===== config.mk =====
export PLATFORM = sky130hd
export DESIGN_NAME = paddle_pot_emu
export DESIGN_NICKNAME = d
export VERILOG_FILES = /design/src/rtl/ay8500_input_pkg.sv /design/src/rtl/sync_edge_detect.sv /design/src/rtl/paddle_pot_emu.sv
export SDC_FILE = /design/constraint.sdc
export NUM_CORES = 1
export LEC_CHECK = 0
export BUFFER_PORTS_ARGS = -buffer_cell sky130_fd_sc_hd__buf_2
export CORE_MARGIN = 4
export CORE_UTILIZATION = 50
export DETAILED_ROUTE_END_ITERATION = 10
export GPL_ROUTABILITY_DRIVEN = 0
export PLACE_DENSITY = 0.8
export SLEW_MARGIN = 30
export SYNTH_ARGS = -nofsm -noshare
export SYNTH_HDL_FRONTEND = slang
export SYNTH_SLANG_ARGS = --single-unit
export TNS_END_PERCENT = 30

===== constraint.sdc =====
create_clock -name clk_sys -period 3.9 [get_ports clk_sys]
set_clock_uncertainty 0.2 [all_clocks]
set_input_delay 0.78 -clock clk_sys [delete_from_list [all_inputs] [get_ports clk_sys]]
set_output_delay 0.78 -clock clk_sys [all_outputs]
set_load 0.005 [all_outputs]

===== src/rtl/ay8500_input_pkg.sv =====
// Shared types and defaults for the ay38500 paddle/pot input emulation.
package ay8500_input_pkg;

    typedef enum logic [1:0] {
        DIGITAL  = 2'd0,
        ANALOG_Y = 2'd1,
        ANALOG_X = 2'd2,
        PADDLE   = 2'd3
    } pot_mode_t;

    localparam logic [7:0] POS_RESET_DEF    = 8'd128;
    localparam logic [7:0] STEP_SLOW_DEF    = 8'd5;
    localparam logic [7:0] STEP_FAST_DEF    = 8'd8;
    localparam logic [3:0] ACCEL_FRAMES_DEF = 4'd8;
    localparam logic [3:0] HOLD_MAX         = 4'd15;

    // Signed stick byte to unsigned offset-binary (0x80 -> 0x00, 0x7F -> 0xFF).
    function automatic logic [7:0] stick_to_pos(input logic [7:0] s);
        return {~s[7], s[6:0]};
    endfunction

endpackage


===== src/rtl/sync_edge_detect.sv =====
// Registered rising-edge detector; the pulse is combinational from the live input.
module sync_edge_detect (
    input  logic clk_sys,
    input  logic reset,
    input  logic sig,
    output logic rise
);

    logic sig_d;

    always_ff @(posedge clk_sys or posedge reset) begin
        if (reset) begin
            sig_d <= 1'b0;
        end else begin
            // NOTE: sequential state uses non-blocking assignment so every flop samples pre-edge values.
            sig_d <= sig;
        end
    end

    assign rise = sig & ~sig_d;

endmodule


===== src/rtl/paddle_pot_emu.sv =====
// Per-player pot emulator: captures a paddle position each frame and counts it
// down once per line, releasing pot_out at zero like a discharging RC network.
module paddle_pot_emu
    import ay8500_input_pkg::*;
#(
    parameter logic [7:0] POS_RESET    = POS_RESET_DEF,
    parameter logic [7:0] STEP_SLOW    = STEP_SLOW_DEF,
    parameter logic [7:0] STEP_FAST    = STEP_FAST_DEF,
    parameter logic [3:0] ACCEL_FRAMES = ACCEL_FRAMES_DEF
) (
    input  logic        clk_sys,
    input  logic        reset,
    input  logic        hs,
    input  logic        vs,
    input  logic [1:0]  mode,
    input  logic        invert,
    input  logic        fast,
    input  logic        btn_up,
    input  logic        btn_down,
    input  logic [15:0] analog,
    input  logic [7:0]  paddle,
    output logic        pot_out,
    output logic [7:0]  pos
);

    logic       hs_rise;
    logic       vs_rise;
    logic [7:0] cap;
    logic [3:0] hold;
    logic       last_up;

    sync_edge_detect u_hs_edge (.clk_sys(clk_sys), .reset(reset), .sig(hs), .rise(hs_rise));
    sync_edge_detect u_vs_edge (.clk_sys(clk_sys), .reset(reset), .sig(vs), .rise(vs_rise));

    pot_mode_t  mode_sel;
    logic [7:0] src;
    logic [7:0] cap_load;
    logic       one_btn;
    logic [3:0] hold_eff;
    logic [8:0] step;
    logic [8:0] sum;
    logic [7:0] pos_next;
    logic [3:0] hold_next;

    assign mode_sel = pot_mode_t'(mode);

    always_comb begin
        // NOTE: every combinational output gets a default first so no latch is inferred.
        src = pos;
        unique case (mode_sel)
            DIGITAL:  src = pos;
            ANALOG_Y: src = stick_to_pos(analog[15:8]);
            ANALOG_X: src = stick_to_pos(analog[7:0]);
            PADDLE:   src = paddle;
        endcase
        cap_load = src ^ {8{invert}};
    end

    // A direction change restarts acceleration before this frame's step is chosen.
    always_comb begin
        one_btn  = btn_up ^ btn_down;
        hold_eff = (btn_up != last_up) ? 4'd0 : hold;
        step     = {1'b0, (fast ? STEP_FAST : STEP_SLOW)};
        if (hold_eff >= ACCEL_FRAMES) begin
            step = step << 1;
        end
        sum       = btn_up ? ({1'b0, pos} - step) : ({1'b0, pos} + step);
        pos_next  = pos;
        hold_next = 4'd0;
        if (one_btn) begin
            if (sum[8]) begin
                pos_next = btn_up ? 8'h00 : 8'hFF;
            end else begin
                pos_next = sum[7:0];
            end
            hold_next = (hold_eff == HOLD_MAX) ? HOLD_MAX : hold_eff + 4'd1;
        end
    end

    // NOTE: the whole state, including the pot output flop, resets asynchronously so pot_out is high at once.
    always_ff @(posedge clk_sys or posedge reset) begin
        if (reset) begin
            pos     <= POS_RESET;
            hold    <= 4'd0;
            last_up <= 1'b0;
            cap     <= 8'd0;
            pot_out <= 1'b1;
        end else begin
            if (vs_rise) begin
                cap <= cap_load;
                if (mode_sel == DIGITAL) begin
                    pos  <= pos_next;
                    hold <= hold_next;
                    if (one_btn) begin
                        last_up <= btn_up;
                    end
                end
            end else if (hs_rise && cap != 8'd0) begin
                cap <= cap - 8'd1;
            end
            pot_out <= (cap == 8'd0);
        end
    end

endmodule

==> results of run 1 <==
worst max path at each step:
stage	from	endpoint	slack [ps]	depth (start not counted)
2_1_floorplan	btn_up	pos[7]	190	13
3_3_place_gp	btn_up	pos[7]	150	14
3_5_place_dp	btn_up	pos[7]	80	13
4_1_cts	btn_up	pos[7]	360	13
5_1_grt	btn_up	pos[4]	50	14
6_report	btn_up	pos[7]	340	14
state kept, by name, summed over array words and instances, names as in the netlist:
signal and flops:
cap 8, pos 8, hold 4, last_up 1, pot_out 1, u_hs_edge.sig_d 1, u_vs_edge.sig_d 1
layer usage:
| metal | part of all wire (%) | up-vias | global-route usage (%) |
|---|---|---|---|
| li1 | - | 800 | - |
| met1 | 41 | 799 | 22.2 |
| met2 | 52 | 38 | 34.8 |
| met3 | 4.3 | 10 | 1.66 |
| met4 | 2.5 | 0 | 8.77 |
| met5 | 0 | - | 0 |
final cells by class:
type                       count  area, um2
timing repair buffer          45        233
clock buffer                   4       55.1
multi-input combinational    150       1360
tap                           50       62.6
inverter                      12       45.0
fill                         352       1620
sequential                    24        603
cells in the mapped netlist (all sizes together), types with 2 or more instances:
master and n:
dfrtp 22, ha 18, xor2 15, nor2 14
a21oi 12, inv 12, o21ai 9, mux4 8
nand2 8, a221o 7, xnor2 7, and2 5
clkbuf 5, mux2i 5, nand3 5, a31oi 4
buf 4, and3 3, or3 3, a21o 2
dfstp 2, nand2b 2, nand3b 2, nand4b 2
nor3 2, nor4 2, o211ai 2, o21bai 2
worst min-delay path: stages (launching register included):
cell and delay, ps:
dfrtp_1 370, nand2_1 50, o21ai_0 60
power by group through the flow:
stage | combinational (uW) | sequential [uW] | clock (uW)
after floorplan | 423 | 383 | 0
after global placement | 542 | 402 | 0
after detailed placement | 564 | 405 | 0
after CTS | 566 | 401 | 172
after global routing | 630 | 415 | 179
final | 563 | 403 | 165
per-stage QoR:
stage               cells  util, %  instance area (um2)  setup WS, ps  hold slack (ps)
global placement      281     57.9                 2300           145              276
CTS                   285     59.3                 2350           357              317
global route          285     59.3                 2350          52.5              349
floorplan             195        -                 2050           192              254
detailed placement    281     57.9                 2300          80.8              278
finish                285     59.3                 2350           341              313
cells by family after synthesis:
kind of cell	count (synthesis)	share of synthesized area (%)
and+or+nand+nor	52	14.9
AOI/OAI and AO/OA	44	16.0
buffers and inverters	21	4.34
DFF	24	29.4
adders and majority gates	19	12.0
muxes	13	13.9
xor gates and xnor gates	22	9.41
==> flow_summary.toml, run 1 <==
[finish]
final_common_cell = "buf_2"
syn2layout_area_growth_pct = 15.0
final_cell_mix = "buf_2, dfrtp_1, ha_1"
diodes = 0
drive_gt1_share_pct = 26.4
nNetsFinal = 289

[sta]
fmax_ghz = 0.281
tightest_slew_ps = 664
rsz0062_at_grt = "no"
slew_headroom_pct = 55.3
tns_ps = 0
final_max_slew_viol_count = 0
period_needed_ps = 3560
final.period_utilization_pct = 91.2
finalHoldViolCount = 0
finalSetupViolCount = 0

[placement]
dp_hpwl_um = 3620
portBuffers = 42

[critical_path]
path_class = "in2reg"
path_cells = "buf_2, xnor2_1, and2_1, inv_1, ha_1, nor2_1, nor2_1, xor2_1, ha_1, and2_1, o21ai_0, and3_1, or3b_2, a311o_1"
rrSetupSlack_ps = 520
worstPathArrival_ps = 3550
endpoint_kind = "register"
r2r-start = "last_up"
crit_family = "simple AND/OR/NAND/NOR gates"
start_kind = "input pin"
rr_worst_depth = 13
reg2reg_to = "pos[7]"
slowest_delay_ps = 460
cp_max_fo = 7
timing.critical_path.required_ps = 3890
path_buf_inv = 2
critical-path-slowest-cell = "or3b_2"

[grt]
grt_max_degree = 25
grt_pass1_wl_um = 7720
track_usage_pct = 18.9
grt_overflow = 0
antenna_found_initial = 0
grt_pass1_vias = 1730

[floorplanning]
die_w_um = 72.0
io_pins = 43
die-area_mm2 = 0.00518
core-area_mm2 = 0.00397
initial_core_util_pct = 51.6
die_h_um = 72.0
num_rows = 23

[clocking]
cts_tree = "yes"
cts_root_buf = "clkbuf_8"
clk_pin_slew_worst_paths_ps = 80
cts.path.max_buffers = 2
cts_sinks = 24
cts_setup_buffers = 0
h-tree-depth = 1
cts_resized = 0
cts_buffers = 3
cts_hold_buf = 0
clk_latency_ps = 260

[yosys]
yosys_warnings = 0
syn_inst = 195
synth_flop_cell = "dfrtp_1"
ys_seq_area_share_pct = 29.4
yosys.area.top_type_share_pct = 26.9
syn-cell-area_mm2 = 0.00205
synthTopCellsByArea = "dfrtp_1, ha_1, mux4_1, xor2_1, a221o_1"
syn_nets = 248
synth_cell_types = 48
avgSynthCellArea_um2 = 10.5
synth_seq_cells = 24
yosysTopAreaCell = "dfrtp_1"
synth_edf_count = 0
async_reset_ff_share_pct = 100

[min_path]
hp-class = "reg2reg"
whs_endpoint = "hold[1]"
hold_depth = 2
holdCritStartpoint = "hold[1]"

[power_and_ir_drop]
clkPwrFrac_pct = 14.6
power_uw = 1130
switching_power_uw = 432
swShare_pct = 38.2
vdd_ir_drop_max_mv = 0.340
intPower_uw = 699
p_leak_uw = 0.00110
pwr-share-comb_pct = 49.8
power_density_mw_per_mm2 = 480
p_seq_share_pct = 35.6

[route]
viasPerCell = 5.78
via_count = 1647
ant_nets = 0
drt_pass1_iterations = 4
drt_iter0_markers = 62
wl_um = 4520
routedWlPerCell_um = 15.8
drc = 0

[run_status]
status = "finished clean"

[flow_run]
maxCapViolCount = 0
Power figures use the tool's default switching activity.
==> run 2: changes to the inputs <==
--- a/config.mk
+++ b/config.mk
@@ -11,6 +11,7 @@
 export DETAILED_ROUTE_END_ITERATION = 10
 export GPL_ROUTABILITY_DRIVEN = 0
 export PLACE_DENSITY = 0.8
+export RECOVER_POWER = 50
 export SLEW_MARGIN = 30
 export SYNTH_ARGS = -nofsm -noshare
 export SYNTH_HDL_FRONTEND = slang
==> flow_summary.toml, run 2 (synthesized netlist as in run 1, its figures left out) <==
[run_status]
status = "finished clean"

[sta]
final.period_utilization_pct = 91.2
final_max_slew_viol_count = 0
tightest_slew_ps = 916
rsz0062_at_grt = "no"
finalHoldViolCount = 0
slew_headroom_pct = 38.8
finalSetupViolCount = 0
setup_slack_ps = 341
tns_ps = 0
fmax_ghz = 0.281
period_needed_ps = 3560

[finish]
fin_util_pct = 59.2
reg_top3 = "cap: 8 flops, pos: 8 flops, hold: 4 flops"
drive_gt1_share_pct = 25.1
diodes = 0
nNetsFinal = 289
final_cell_mix = "buf_2, dfrtp_1, ha_1"
final_common_cell = "buf_2"
syn2layout_area_growth_pct = 14.8

[clocking]
clk_pin_slew_worst_paths_ps = 80
cts_setup_buffers = 0
cts_sinks = 24
cts_buffers = 3
cts.path.max_buffers = 2
cts_hold_buf = 0
clk_latency_ps = 260
h-tree-depth = 1
cts_tree = "yes"
cts_root_buf = "clkbuf_8"
cts_resized = 0

[floorplanning]
die_w_um = 72.0
io_pins = 43
core-area_mm2 = 0.00397
die-area_mm2 = 0.00518
num_rows = 23
initial_core_util_pct = 51.6
die_h_um = 72.0

[grt]
track_usage_pct = 18.9
grt_max_degree = 25
grt_pass1_wl_um = 7720
grt_overflow = 0
antenna_found_initial = 0
grt_pass1_vias = 1730

[route]
drt_iter0_markers = 62
drc = 0
wl_um = 4520
routedWlPerCell_um = 15.8
via_count = 1652
viasPerCell = 5.80
drt_pass1_iterations = 4
ant_nets = 0

[min_path]
hp-class = "reg2reg"

[power_and_ir_drop]
p_leak_uw = 0.00110
vdd_ir_drop_max_mv = 0.340
power_density_mw_per_mm2 = 481

[critical_path]
endpoint_kind = "register"
start_kind = "input pin"
timing.critical_path.required_ps = 3890
path_class = "in2reg"
cp_max_fo = 7
worstPathArrival_ps = 3550

[placement]
portBuffers = 42
dp_hpwl_um = 3620
place_ws_ps = 80.8

[flow_run]
maxCapViolCount = 0
[run 2: final timing paths]
kind	startpoint	endpoint	slack (ps)	cells past startpoint
hold reg to reg	hold[1]	hold[1]	310	2
max in group asynchronous	reset	cap[3]	2430	2
setup reg to reg	last_up	pos[7]	520	13
hold / removal	hold[1]	hold[1]	310	2
setup / recovery	btn_up	pos[7]	340	14
min in group asynchronous	reset	hold[3]	500	2
[run 2: layout make-up]
class                           count  area, um2
Inverter                           12       45.0
Tap cell                           50       62.6
Fill cell                         353       1620
Clock buffer                        4       55.1
Timing Repair Buffer               45        230
Sequential cell                    24        603
Multi-Input combinational cell    150       1360
[run 2: critical path, stage by stage]
cell and delay (ps):
buf_2 110, xnor2_1 160, and2_1 300, inv_1 70, ha_1 220, nor2_1 110
nor2_1 50, xor2_1 140, ha_1 360, and2_1 140, o21ai_0 90, and3_1 210
or3b_2 460, a311o_1 350
[run 2: metrics by stage]
stage	total power [uW]	std cells	hold slack [ps]	area, um2
after floorplan	806	195	254	2050
after global placement	944	281	276	2300
after detailed placement	968	281	278	2300
after CTS	1140	285	317	2350
after global routing	1220	285	349	2350
final	1130	285	313	2350
[run 2: where the power goes]
part | switching [uW] | leakage (uW) | internal, uW
Combinational | 272 | 0.000781 | 291
Clock | 75.4 | 0.0000288 | 90.0
Sequential | 84.5 | 0.000286 | 318
Total | 432 | 0.00110 | 698
[run 2: metal layers]
metal	up-vias	part of all wire, %	global-route usage (%)	routed length [um]
met1	803	41	22.2	1850
li1	801	-	-	-
met5	-	0	0	0
met3	10	4.3	1.66	192
met2	38	52	34.8	2360
met4	0	2.5	8.77	111
==> run 3: changes to the inputs <==
--- a/config.mk
+++ b/config.mk
@@ -10,7 +10,7 @@
 export CORE_UTILIZATION = 50
 export DETAILED_ROUTE_END_ITERATION = 10
 export GPL_ROUTABILITY_DRIVEN = 0
-export PLACE_DENSITY = 0.8
+export PLACE_DENSITY = 0.71
 export RECOVER_POWER = 50
 export SLEW_MARGIN = 30
 export SYNTH_ARGS = -nofsm -noshare
==> flow_summary.toml, run 3 (synthesized netlist as in run 1, its figures left out) <==
[clocking]
cts_buffers = 3
cts_sinks = 24
clk_latency_ps = 270
cts.path.max_buffers = 2
cts_root_buf = "clkbuf_8"
cts_resized = 0
cts_setup_buffers = 0
cts_hold_buf = 0
cts_tree = "yes"
h-tree-depth = 1
clk_pin_slew_worst_paths_ps = 90

[critical_path]
worstPathArrival_ps = 3530
path_buf_inv = 2
rr_worst_depth = 13
slowest_delay_ps = 460
critical-path-slowest-cell = "or3b_2"
crit_family = "simple AND/OR/NAND/NOR gates"
path_cells = "buf_2, xnor2_1, and2_1, inv_1, ha_1, nor2_1, nor2_1, xor2_1, ha_1, and2_1, o21ai_0, and3_1, or3b_2, a311o_1"
cp_num_cells = 14
path_class = "in2reg"
cp_max_fo = 7
endpoint_kind = "register"
start_kind = "input pin"
timing.critical_path.required_ps = 3900

[finish]
final_cell_mix = "buf_2, dfrtp_1, ha_1"
multi_input_area_mm2 = 0.00136
final_common_cell = "buf_2"
final_cell_count_no_fill = 285
reg_top3 = "cap: 8 flops, pos: 8 flops, hold: 4 flops"
diodes = 0
fin_util_pct = 59.6
syn2layout_area_growth_pct = 15.6
regArea_um2 = 603
fillers = 356
nNetsFinal = 289
drive_gt1_share_pct = 25.1

[route]
viasPerCell = 5.53
ant_nets = 0
wl_met2_um = 2240
drc = 0
via_count = 1575
highest_layer = "met4"
wl_met1_um = 1860
drt_pass1_iterations = 4
drt_iter0_markers = 89
dr_wl_met3_um = 89
wl_um = 4230
routedWlPerCell_um = 14.8

[floorplanning]
io_pins = 43
die_h_um = 72.0
num_rows = 23
initial_core_util_pct = 51.6
die-area_mm2 = 0.00518
core-area_mm2 = 0.00397
die_w_um = 72.0

[power_and_ir_drop]
pwr-share-comb_pct = 47.2
power_uw = 1170
swShare_pct = 36.2
clkPwrFrac_pct = 18.6
p_seq_share_pct = 34.2
vdd_ir_drop_max_mv = 0.326
power_density_mw_per_mm2 = 492
p_leak_uw = 0.00110
switching_power_uw = 422
intPower_uw = 744

[sta]
tightest_slew_ps = 891
tns_ps = 0
finalHoldViolCount = 0
final_max_slew_viol_count = 0
rsz0062_at_grt = "no"
finalSetupViolCount = 0
hold_ws_ps = 304
final.period_utilization_pct = 90.4
slew_headroom_pct = 40.5
fmax_ghz = 0.284
period_needed_ps = 3530

[min_path]
hold_depth = 2
hp-class = "reg2reg"

[grt]
grt_max_degree = 25
grt_pass1_wl_um = 7130
antenna_found_initial = 0
grt_overflow = 0
grt_pass1_vias = 1591
track_usage_pct = 17.1

[placement]
dp_hpwl_um = 3470
placed_cells = 281
portBuffers = 42

[flow_run]
maxCapViolCount = 0

[run_status]
status = "finished clean"
[run 3: changes by cell type in the layout (fill, tap and decap cells not counted), sizes merged]
cell,previous run,this run
bufinv,0,1
clkbuf,6,5
[run 3: per-stage QoR]
stage | worst slack, ps | cell area (um2)
detailed placement | 88.2 | 2300
floorplan | 192 | 2050
global route | 116 | 2370
finish | 375 | 2370
global placement | 127 | 2300
CTS | 371 | 2370
[run 3: worst paths after layout]
kind                       startpoint  endpoint  slack (ps)
max in group asynchronous       reset   last_up        2460
min in group asynchronous       reset    pos[1]         490
min                           hold[1]   hold[1]         300
min reg2reg                   hold[1]   hold[1]         300
max                            btn_up    pos[7]         370
max reg2reg                   last_up    pos[7]         570
[run 3: final cells by class]
cell class | instances | area share (%)
Timing Repair Buffer | 45 | 9.72
Tap cell | 50 | 2.64
Clock buffer | 3 | 1.74
Clock inverter | 1 | 1.27
Multi-Input combinational cell | 150 | 57.3
Sequential cell | 24 | 25.5
Inverter | 12 | 1.90
[run 3: per-layer routing]
| metal | global-route usage, % | up-vias |
|---|---|---|
| met2 | 32.2 | 17 |
| met1 | 20.8 | 754 |
| met3 | 1.80 | 2 |
| li1 | - | 802 |
| met5 | 0 | - |
| met4 | 3.76 | 0 |
[run 3: tightest hold or removal path: cells and delay by family, from the launching register on]
family / cells / cell delay (ps)
AO/OA/AOI/OAI: 1 / 60
flip-flops: 1 / 360
AND/OR/NAND/NOR: 1 / 50
[run 3: power groups by stage]
stage               registers [uW]  clock network, uW  logic, uW
finish                         398                217        550
global route                   412                228        618
CTS                            399                220        556
detailed placement             403                  0        553
global placement               402                  0        544
floorplan                      383                  0        423
